[config.mk]
export PLATFORM = sky130hd
export DESIGN_NAME = fnd_scan_disp
export DESIGN_NICKNAME = d
export VERILOG_FILES = /design/src/rtl/fnd_pkg.sv /design/src/rtl/fnd_bin2bcd.sv /design/src/rtl/fnd_scan_disp.sv
export SDC_FILE = /design/constraint.sdc
export NUM_CORES = 1
export LEC_CHECK = 0
export ABC_AREA = 0
export BUFFER_PORTS_ARGS = -buffer_cell sky130_fd_sc_hd__buf_2
export CORE_UTILIZATION = 54
export CTS_CLUSTER_DIAMETER = 40
export DETAILED_ROUTE_END_ITERATION = 7
export GPL_ROUTABILITY_DRIVEN = 0
export GPL_TIMING_DRIVEN = 0
export PLACE_DENSITY = 0.75
export SETUP_SLACK_MARGIN = 0.05
export SLEW_MARGIN = 20
export SYNTH_ARGS = -nofsm -noshare
export SYNTH_HDL_FRONTEND = slang
export SYNTH_SLANG_ARGS = --single-unit
[constraint.sdc]
create_clock -name clk -period 2.5 [get_ports clk]
set_input_delay 0.125 -clock clk [delete_from_list [all_inputs] [get_ports clk]]
set_output_delay 0.125 -clock clk [all_outputs]
set_load 0.01 [all_outputs]
[src/rtl/fnd_pkg.sv]
// Shared types, segment patterns and helpers for the FND scan display.
package fnd_pkg;

  typedef enum logic [1:0] {IDLE, CONV, LOAD} state_e;

  // Segment patterns, bit0 = a ... bit6 = g, active-high
  localparam logic [6:0] SEG_0     = 7'h3F;
  localparam logic [6:0] SEG_1     = 7'h06;
  localparam logic [6:0] SEG_2     = 7'h5B;
  localparam logic [6:0] SEG_3     = 7'h4F;
  localparam logic [6:0] SEG_4     = 7'h66;
  localparam logic [6:0] SEG_5     = 7'h6D;
  localparam logic [6:0] SEG_6     = 7'h7D;
  localparam logic [6:0] SEG_7     = 7'h07;
  localparam logic [6:0] SEG_8     = 7'h7F;
  localparam logic [6:0] SEG_9     = 7'h6F;
  localparam logic [6:0] SEG_BLANK = 7'h00;

  // Digit slot indices in scan order
  localparam logic [1:0] DIG_SEC1  = 2'd0;
  localparam logic [1:0] DIG_SEC10 = 2'd1;
  localparam logic [1:0] DIG_MIN1  = 2'd2;
  localparam logic [1:0] DIG_MIN10 = 2'd3;

  localparam int unsigned BCD_STEPS = 6;

  function automatic logic [6:0] seg7_of(input logic [3:0] n);
    case (n)
      4'd0:    seg7_of = SEG_0;
      4'd1:    seg7_of = SEG_1;
      4'd2:    seg7_of = SEG_2;
      4'd3:    seg7_of = SEG_3;
      4'd4:    seg7_of = SEG_4;
      4'd5:    seg7_of = SEG_5;
      4'd6:    seg7_of = SEG_6;
      4'd7:    seg7_of = SEG_7;
      4'd8:    seg7_of = SEG_8;
      4'd9:    seg7_of = SEG_9;
      default: seg7_of = SEG_BLANK;
    endcase
  endfunction

  // Counter chain values never exceed 59; anything larger is saturated.
  function automatic logic [5:0] clamp59(input logic [5:0] v);
    clamp59 = (v > 6'd59) ? 6'd59 : v;
  endfunction

endpackage

[src/rtl/fnd_bin2bcd.sv]
// Sequential 6-bit binary to 2-digit BCD converter (shift-and-add-3).
// start_i loads the value; six steps follow; done_o flags the last step cycle,
// and bcd_o is valid from the cycle after done_o.
module fnd_bin2bcd
  import fnd_pkg::*;
(
  input  logic       clk,
  input  logic       rst,
  input  logic       start_i,
  input  logic [5:0] bin_i,
  output logic       done_o,
  output logic [7:0] bcd_o
);

  logic [13:0] sh_q, adj_d;
  logic [2:0]  step_q;
  logic        run_q;

  // Add-3 correction on each BCD nibble before the shift
  always_comb begin
    adj_d = sh_q;
    if (sh_q[9:6] >= 4'd5)   adj_d[9:6]   = sh_q[9:6] + 4'd3;
    if (sh_q[13:10] >= 4'd5) adj_d[13:10] = sh_q[13:10] + 4'd3;
  end

  // Load on start, then one correct-and-shift per cycle for six cycles
  always_ff @(posedge clk or posedge rst) begin
    if (rst) begin
      sh_q   <= '0;
      step_q <= '0;
      run_q  <= 1'b0;
    end else if (start_i) begin
      sh_q   <= {8'd0, bin_i};
      step_q <= '0;
      run_q  <= 1'b1;
    end else if (run_q) begin
      sh_q   <= adj_d << 1;
      step_q <= step_q + 3'd1;
      if (step_q == 3'(BCD_STEPS - 1)) run_q <= 1'b0;
    end
  end

  assign done_o = run_q && (step_q == 3'(BCD_STEPS - 1));
  assign bcd_o  = sh_q[13:6];

endmodule

[src/rtl/fnd_scan_disp.sv]
// mm.ss 4-digit multiplexed 7-segment display driver with valid/ready input.
// Optional macro FND_BLINK_EN: the mm.ss separator toggles on every load
// instead of staying steadily lit.
module fnd_scan_disp
  import fnd_pkg::*;
#(
  parameter int SCAN_DIV = 50000,
  parameter int CNT_W    = 16
) (
  input  logic       clk,
  input  logic       rst,
  input  logic       in_valid,
  output logic       in_ready,
  input  logic [5:0] sec_i,
  input  logic [5:0] min_i,
  output logic       busy,
  output logic [6:0] seg_o,
  output logic       dp_o,
  output logic [3:0] com_o
);

  state_e           state_q;
  logic [3:0][3:0]  disp_q;   // [0]=sec ones .. [3]=min tens
  logic [CNT_W-1:0] div_q;
  logic [1:0]       dig_q;
  logic             accept;
  logic             sec_done, min_done;
  logic [7:0]       sec_bcd, min_bcd;
  logic [3:0]       nib_d;
  logic [6:0]       seg_d;
  logic [3:0]       com_d;
  logic             dp_d;
  logic             sep_on;

  assign accept = in_valid && in_ready;

  fnd_bin2bcd u_sec (
    .clk(clk), .rst(rst), .start_i(accept), .bin_i(clamp59(sec_i)),
    .done_o(sec_done), .bcd_o(sec_bcd)
  );

  fnd_bin2bcd u_min (
    .clk(clk), .rst(rst), .start_i(accept), .bin_i(clamp59(min_i)),
    .done_o(min_done), .bcd_o(min_bcd)
  );

`ifdef FND_BLINK_EN
  logic blink_q;

  // Separator flop flips once per completed update
  always_ff @(posedge clk or posedge rst) begin
    if (rst)                  blink_q <= 1'b0;
    else if (state_q == LOAD) blink_q <= ~blink_q;
  end

  assign sep_on = blink_q;
`else
  assign sep_on = 1'b1;
`endif

  // Handshake FSM: accept, wait for both converters, commit digits in one shot
  always_ff @(posedge clk or posedge rst) begin
    if (rst) begin
      state_q  <= IDLE;
      in_ready <= 1'b1;
      busy     <= 1'b0;
      disp_q   <= '0;
    end else begin
      case (state_q)
        IDLE: if (in_valid) begin
          state_q  <= CONV;
          in_ready <= 1'b0;
          busy     <= 1'b1;
        end
        CONV: if (sec_done && min_done) state_q <= LOAD;
        LOAD: begin
          disp_q   <= {min_bcd, sec_bcd};
          state_q  <= IDLE;
          in_ready <= 1'b1;
          busy     <= 1'b0;
        end
        default: state_q <= IDLE;
      endcase
    end
  end

  // Slot divider; a load never disturbs it so the scan stays even
  always_ff @(posedge clk or posedge rst) begin
    if (rst) begin
      div_q <= '0;
      dig_q <= DIG_SEC1;
    end else if (div_q == CNT_W'(SCAN_DIV - 1)) begin
      div_q <= '0;
      dig_q <= dig_q + 2'd1;
    end else begin
      div_q <= div_q + 1'b1;
    end
  end

  // Per-slot decode with leading-zero blanking on the minutes tens digit
  always_comb begin
    nib_d = disp_q[dig_q];
    seg_d = seg7_of(nib_d);
    if (dig_q == DIG_MIN10 && nib_d == 4'd0) seg_d = SEG_BLANK;
    com_d = ~(4'b0001 << dig_q);
    dp_d  = (dig_q == DIG_MIN1) ? sep_on : 1'b0;
  end

  // Registered pad drivers; all digits dark while in reset
  always_ff @(posedge clk or posedge rst) begin
    if (rst) begin
      seg_o <= SEG_BLANK;
      com_o <= 4'b1111;
      dp_o  <= 1'b0;
    end else begin
      seg_o <= seg_d;
      com_o <= com_d;
      dp_o  <= dp_d;
    end
  end

endmodule

==> results of run 1 <==
routing by layer:
| metal | vias up | wire, um | share of wire |
|---|---|---|---|
| li1 | 1387 | - | - |
| met1 | 1335 | 3170 | 0.45 |
| met2 | 51 | 3610 | 0.51 |
| met3 | 9 | 226 | 0.032 |
| met4 | 0 | 78 | 0.011 |
| met5 | - | 0 | 0 |
flip-flops by register name, summed over array words and instances, names as in the netlist:
name          count
busy              1
com_o             4
dig_q             2
disp_q           16
div_q            16
dp_o              1
in_ready          1
seg_o             7
state_q           2
u_min.run_q       1
u_min.sh_q       14
u_min.step_q      3
u_sec.run_q       1
u_sec.sh_q       14
u_sec.step_q      3
what timing repair did:
action	CTS	global route
endpoints found under the hold margin	49	0
setup endpoints to repair	0	0
hold buffers	8	0
logic make-up (layout without fill, tap and decap cells):
group,after synthesis,after routing,synth area share
xor gates and xnor gates,23,23,0.0485
adders and majority gates,22,22,0.0662
muxes,38,38,0.107
DFF,86,86,0.519
buffers and inverters,38,91,0.0385
AOI/OAI and AO/OA,60,60,0.0876
and+or+nand+nor,114,114,0.133
cell usage after synthesis, drive strengths merged:
| library cell | n | share of area |
|---|---|---|
| a211oi | 1 | 0.0018 |
| a21o | 3 | 0.0054 |
| a21oi | 19 | 0.028 |
| and2 | 2 | 0.0030 |
| and4 | 2 | 0.0042 |
| buf | 10 | 0.013 |
| clkbuf | 5 | 0.0045 |
| dfrtp | 81 | 0.49 |
| dfstp | 5 | 0.032 |
| ha | 22 | 0.066 |
| inv | 23 | 0.021 |
| mux2 | 11 | 0.030 |
| mux2i | 23 | 0.055 |
| mux4 | 4 | 0.022 |
| nand2 | 38 | 0.036 |
| nand2b | 7 | 0.011 |
| nand3 | 14 | 0.018 |
| nand3b | 1 | 0.0018 |
| nand4 | 6 | 0.0090 |
| nor2 | 31 | 0.029 |
| nor2b | 4 | 0.0060 |
| nor3 | 4 | 0.0048 |
| nor3b | 1 | 0.0018 |
| nor4 | 2 | 0.0045 |
| nor4b | 2 | 0.0042 |
| o211ai | 1 | 0.0018 |
| o21a | 1 | 0.0018 |
| o21ai | 31 | 0.040 |
| o22a | 2 | 0.0042 |
| o32ai | 2 | 0.0042 |
| xnor2 | 16 | 0.034 |
| xor2 | 7 | 0.015 |
critical path, cell delays in order (launching register included):
cell and delay [ns]:
dfrtp_1 0.40, buf_6 0.16, mux4_2 0.59, inv_1 0.13, ha_1 0.23, nor3_1 0.08, a21oi_1 0.15, o21ai_1 0.08
layout make-up:
| cell class | count | share of cell area |
|---|---|---|
| Multi-Input combinational cell | 257 | 0.388 |
| Buffer | 15 | 0.0156 |
| Tap cell | 99 | 0.0262 |
| Clock inverter | 6 | 0.0146 |
| Inverter | 23 | 0.0188 |
| Clock buffer | 10 | 0.0291 |
| Timing Repair Buffer | 37 | 0.0508 |
| Sequential cell | 86 | 0.456 |
through the flow:
stage | instance area, um2 | worst slack (ns) | power (mW) | std cells | TNS, ns
global route | 4730 | 0.417 | 4.45 | 533 | 0
CTS | 4730 | 0.541 | 4.14 | 533 | 0
finish | 4730 | 0.568 | 4.10 | 533 | 0
detailed placement | 4440 | 0.576 | 3.14 | 509 | 0
floorplan | 4160 | 0.161 | 2.84 | 381 | 0
global placement | 4420 | -0.778 | 3.06 | 508 | -62.74
worst min-delay path by stage:
| stage | from | end | cells after the start |
|---|---|---|---|
| finish | min_i[0] | u_min.sh_q[0] | 2 |
| global route | min_i[0] | u_min.sh_q[0] | 2 |
| CTS | min_i[0] | u_min.sh_q[0] | 2 |
| detailed placement | rst | seg_o[6] | 2 |
| global placement | min_i[3] | u_min.sh_q[3] | 3 |
| floorplan | min_i[3] | u_min.sh_q[3] | 2 |
power by group through the flow:
stage / Combinational (mW) / Sequential, mW / Clock [mW]
finish: 1.23 / 1.88 / 0.998
global route: 1.42 / 1.92 / 1.10
CTS: 1.24 / 1.88 / 1.02
detailed placement: 1.23 / 1.91 / 0
global placement: 1.16 / 1.90 / 0
floorplan: 0.981 / 1.86 / 0
==> results.cfg, run 1 <==
[run_status]
status = finished clean

[clocking]
clock-sinks = 86
cts_resized = 0
cts_buffer_depth = 2
cts_made_buffers = 9
post_cts_buffers = 0
worst_skew_pair.late_latency_ns = 0.35
cts_tree = built
cts_root_buf = clkbuf_8
clk_pin_slew_ns = 0.09
htreeDepth = 3

[timing]
fmax_mhz = 517
holdWs_ns = 0.0167
slew_viol_final = 0
finalSetupViolations = 0
tightest_slew_ns = 0.650
slew_headroom = 0.566
period_minus_slack_ns = 1.93
hold_viol = 0
rsz0062_at_grt = no
finClkSkew_ns = 0.0110
period_share = 0.773

[global_route]
grt_pass1_vias = 2857
grt.busiest_layer = met2
grt_max_degree = 48
gr-usage-met1 = 0.238
grt_pass1_wl_um = 12900
antenna_found_initial = 0
grt_overflow_total = 0
grt_usage = 0.197
grt_util_met2 = 0.350
gr-usage-met3 = 0.0499

[yosys]
ys_ff_latch = 86
avgSynthCellArea_um2 = 10.9
synth_area_um2 = 4160
ys_seq_area_frac = 0.519
ys_warn_count = 0
syn_nets = 418
synth_cells = 381
yosys.cell_types.count = 41

[power_and_ir_drop]
ir_drop_uv = 615
p_seq_frac = 0.458
clkPwrFrac = 0.243
switchingPower_mw = 1.37
power_frac_comb = 0.299
power.leakage_nw = 2.20
internal_power_mw = 2.73
powerDensity_nw_per_um2 = 868
swShare = 0.335

[cells_and_area]
syn2layout_area_growth_pct = 13.8
final_common_cell = dfrtp_1
fillerInstances = 582
drive_gt1_frac = 0.187
finalNetCount = 466
multi_input_comb_area_um2 = 1840
layout.area.seq_um2 = 2160
utilization = 0.645
diodes = 0
final_cell_mix = 81 x dfrtp_1, 37 x nand2_1, 30 x nor2_1, 30 x buf_2, 27 x o21ai_0

[floorplan]
num_rows = 31
die_area_um2 = 8050
fp.coreArea_um2 = 7330
ios = 29
die_h_um = 89.7
start_util = 0.567
die_w_um = 89.7

[route]
drt_iter0_markers = 115
drtPass1Iterations = 4
wire_per_inst_um = 13.3
vias_per_cell = 5.22
wirelength_um = 7080
antenna_left = 0
drc = 0
routed-via-count = 2782

[setup_path]
required_ns = 2.74
critPathKind = register to register
crit_fanout = 7
worst_ep_arrival_time_ns = 2.17
crit_start = dig_q[0]
end_kind = register
critical_path.endpoint = seg_o[4]
rr_endpoint = seg_o[4]
r2r-start = dig_q[0]
reg2reg_slack_ns = 0.57
cp-start-kind = register
ff2ff_path_depth = 7

[flow_run]
max_cap_viol_count = 0

[placed_design]
dp_hpwl_um = 5120
numPortBuffers = 28

[min_path]
hp-class = primary input to register
No activity file was read; power rests on OpenSTA's default activity.
==> inputs of run 2 (changes only) <==
- ABC_AREA: 0 -> 1
- CORE_UTILIZATION: 54 -> 60
- PLACE_DENSITY: 0.75 -> 0.79
- clock period: 2.5 -> 2 ns (I/O delays scaled with it)
==> run 2 against run 1 <==
Against the previous run:
- setup slack got worse by 0.33 ns
- combinational power increased by 29%
- synthesized cell count increased by 31%
- clock skew about the same
- global-route usage increased by 2.5 points
- power increased by 25%
- worst hold slack got worse by 0.0078 ns
==> results.cfg, run 2 <==
[setup_path]
cp-start-kind = register
worst_ep_arrival_time_ns = 2.05
crit_path_frequent_cell = nor2_1
critPathKind = register to register
ff2ff_path_depth = 11
worst_path_max_delay_cell = dfrtp_1
crit_path_max_incr_delay_ns = 0.42
crit_start = dig_q[0]
reg2reg_slack_ns = 0.24
rr_endpoint = seg_o[3]
end_kind = register
crit_fanout = 11
required_ns = 2.29
r2r-start = dig_q[0]
crit_chain = buf_6 > inv_4 > buf_8 > nand2_1 > nand3_1 > nand2_2 > ha_1 > inv_1 > nor2_1 > nor2_1 > nor2_2

[clocking]
worst_skew_pair.late_latency_ns = 0.35
clk_pin_slew_ns = 0.09
cts_buffer_depth = 2
clock-sinks = 86
cts_root_buf = clkbuf_8
post_cts_buffers = 0
htreeDepth = 3
cts_tree = built
cts_made_buffers = 9

[global_route]
grt_pass1_wl_um = 13200
antenna_found_initial = 0
grt_pass1_vias = 3135
grt_usage = 0.222
grt_max_degree = 34
grt_overflow_total = 0

[yosys]
ys_ff_latch = 86
synthTopCellsByArea = dfrtp_1 48%, nand2_1 9.2%, ha_1 6.5%
synth_cells = 498
synth_top_area_frac = 0.476
ys_warn_count = 0
yosys.cell_count.top_type = nand2_1
avgSynthCellArea_um2 = 8.56
synthTopCellsByCount = 105 x nand2_1, 81 x dfrtp_1, 71 x inv_1
synthArstFlopShare = 1.00
syn_nets = 535
yosys.area.top_type = dfrtp_1
ys_seq_area_frac = 0.506
synth_edf_count = 0
yosys.cell_types.count = 31
synth_top_flop_cell = dfrtp_1
synth_area_um2 = 4260

[floorplan]
die_h_um = 86.3
ios = 29
fp.coreArea_um2 = 6830
num_rows = 30
start_util = 0.624
die_w_um = 86.3
die_area_um2 = 7440

[placed_design]
pre_cts_ws_ns = 0.216
place_area_um2 = 4570
dpl.cell_count = 624
dp_hpwl_um = 5650
numPortBuffers = 28

[power_and_ir_drop]
p_seq_frac = 0.452
power_mw = 5.13
swShare = 0.356
clkPwrFrac = 0.239
switchingPower_mw = 1.82
powerDensity_nw_per_um2 = 1070
internal_power_mw = 3.31
power.leakage_nw = 2.41
power_frac_comb = 0.309
ir_drop_uv = 670

[timing]
finalWorstSetupSlack_ns = 0.240
holdWs_ns = 0.00890
finalSetupViolations = 0
rsz0062_at_grt = no
period_minus_slack_ns = 1.76
fmax_mhz = 568
slew_headroom = 0.607
finClkSkew_ns = 0.0106
hold_viol = 0
tightest_slew_ns = 0.588
fin_setup_tns_ns = 0
period_share = 0.880
slew_viol_final = 0

[cells_and_area]
finalNetCount = 580
diodes = 0
final_area_um2 = 4810
final_common_cell = nand2_1
utilization = 0.704
syn2layout_area_growth_pct = 12.8
final_cell_mix = 104 x nand2_1, 81 x dfrtp_1, 70 x inv_1
drive_gt1_frac = 0.161
final-instance-count-excl-fill = 644
top_regs = disp_q (16), div_q (16)

[route]
routed-via-count = 3305
drt_iter0_markers = 148
vias_per_cell = 5.13
drtPass1Iterations = 4
wire_per_inst_um = 12.0
drc = 0
wirelength_um = 7750
antenna_left = 0

[min_path]
hold_path_depth = 3
whs_endpoint = u_min.sh_q[3]
hp-start = min_i[3]
hp-class = primary input to register

[run_status]
status = finished clean

[flow_run]
max_cap_viol_count = 0
==> run 2: cell types whose count changed after synthesis, moves of 15 or more <==
cell     delta
o21ai_0    +15
nand2_1    +68
inv_1      +48
xnor2_1    -16
nand3_1    +20
nor2_1     +17
mux2i_1    -23
==> run 2: worst max-delay path, delay by kind of cell, from the launching register on <==
kind	cells	cell delay, ns
buf+inv	4	0.40
flops	1	0.42
fa+ha+maj	1	0.30
simple gates	6	0.59
==> run 2: how the worst max path moves through the flow <==
stage / slack [ns] / endpoint
6_report: 0.24 / seg_o[3]
3_3_place_gp: 0.24 / seg_o[3]
2_1_floorplan: 0.40 / seg_o[3]
5_1_grt: 0.06 / seg_o[3]
4_1_cts: 0.19 / seg_o[3]
3_5_place_dp: 0.22 / seg_o[3]
==> run 2: routing by layer <==
layer | GRT usage | part of all wire | vias to the layer above
met5 | 0 | 0 | -
met2 | 0.388 | 0.49 | 55
met1 | 0.276 | 0.47 | 1563
li1 | - | - | 1679
met4 | 0.0818 | 0.012 | 0
met3 | 0.0390 | 0.028 | 8
==> run 2: layout make-up <==
type                            count  area, um2
Buffer                              9       60.1
Clock buffer                       12        155
Clock inverter                      4       45.0
Fill cell                         561       2020
Inverter                           74        284
Multi-Input combinational cell    329       1770
Sequential cell                    86       2160
Tap cell                           96        120
Timing Repair Buffer               34        220
==> run 2: logic make-up after synthesis <==
kind of cell / share of synthesized area
adders and majority gates: 0.0646
AOI/OAI and AO/OA: 0.0972
DFF: 0.506
xor gates and xnor gates: 0.0226
and+or+nand+nor: 0.229
buffers and inverters: 0.0799
==> run 2: power groups by stage <==
stage	registers [mW]	logic [mW]	clock network, mW
floorplan	2.30	1.19	0
global placement	2.33	1.46	0
detailed placement	2.35	1.58	0
CTS	2.32	1.59	1.25
global route	2.36	1.83	1.32
finish	2.32	1.59	1.23
==> run 2: what timing repair did <==
| action | in CTS | in global routing |
|---|---|---|
| hold buffers | 4 | 0 |
| resized for setup | 0 | 1 |
| setup endpoints to repair | 0 | 3 |
| endpoints found under the hold margin | 26 | 0 |
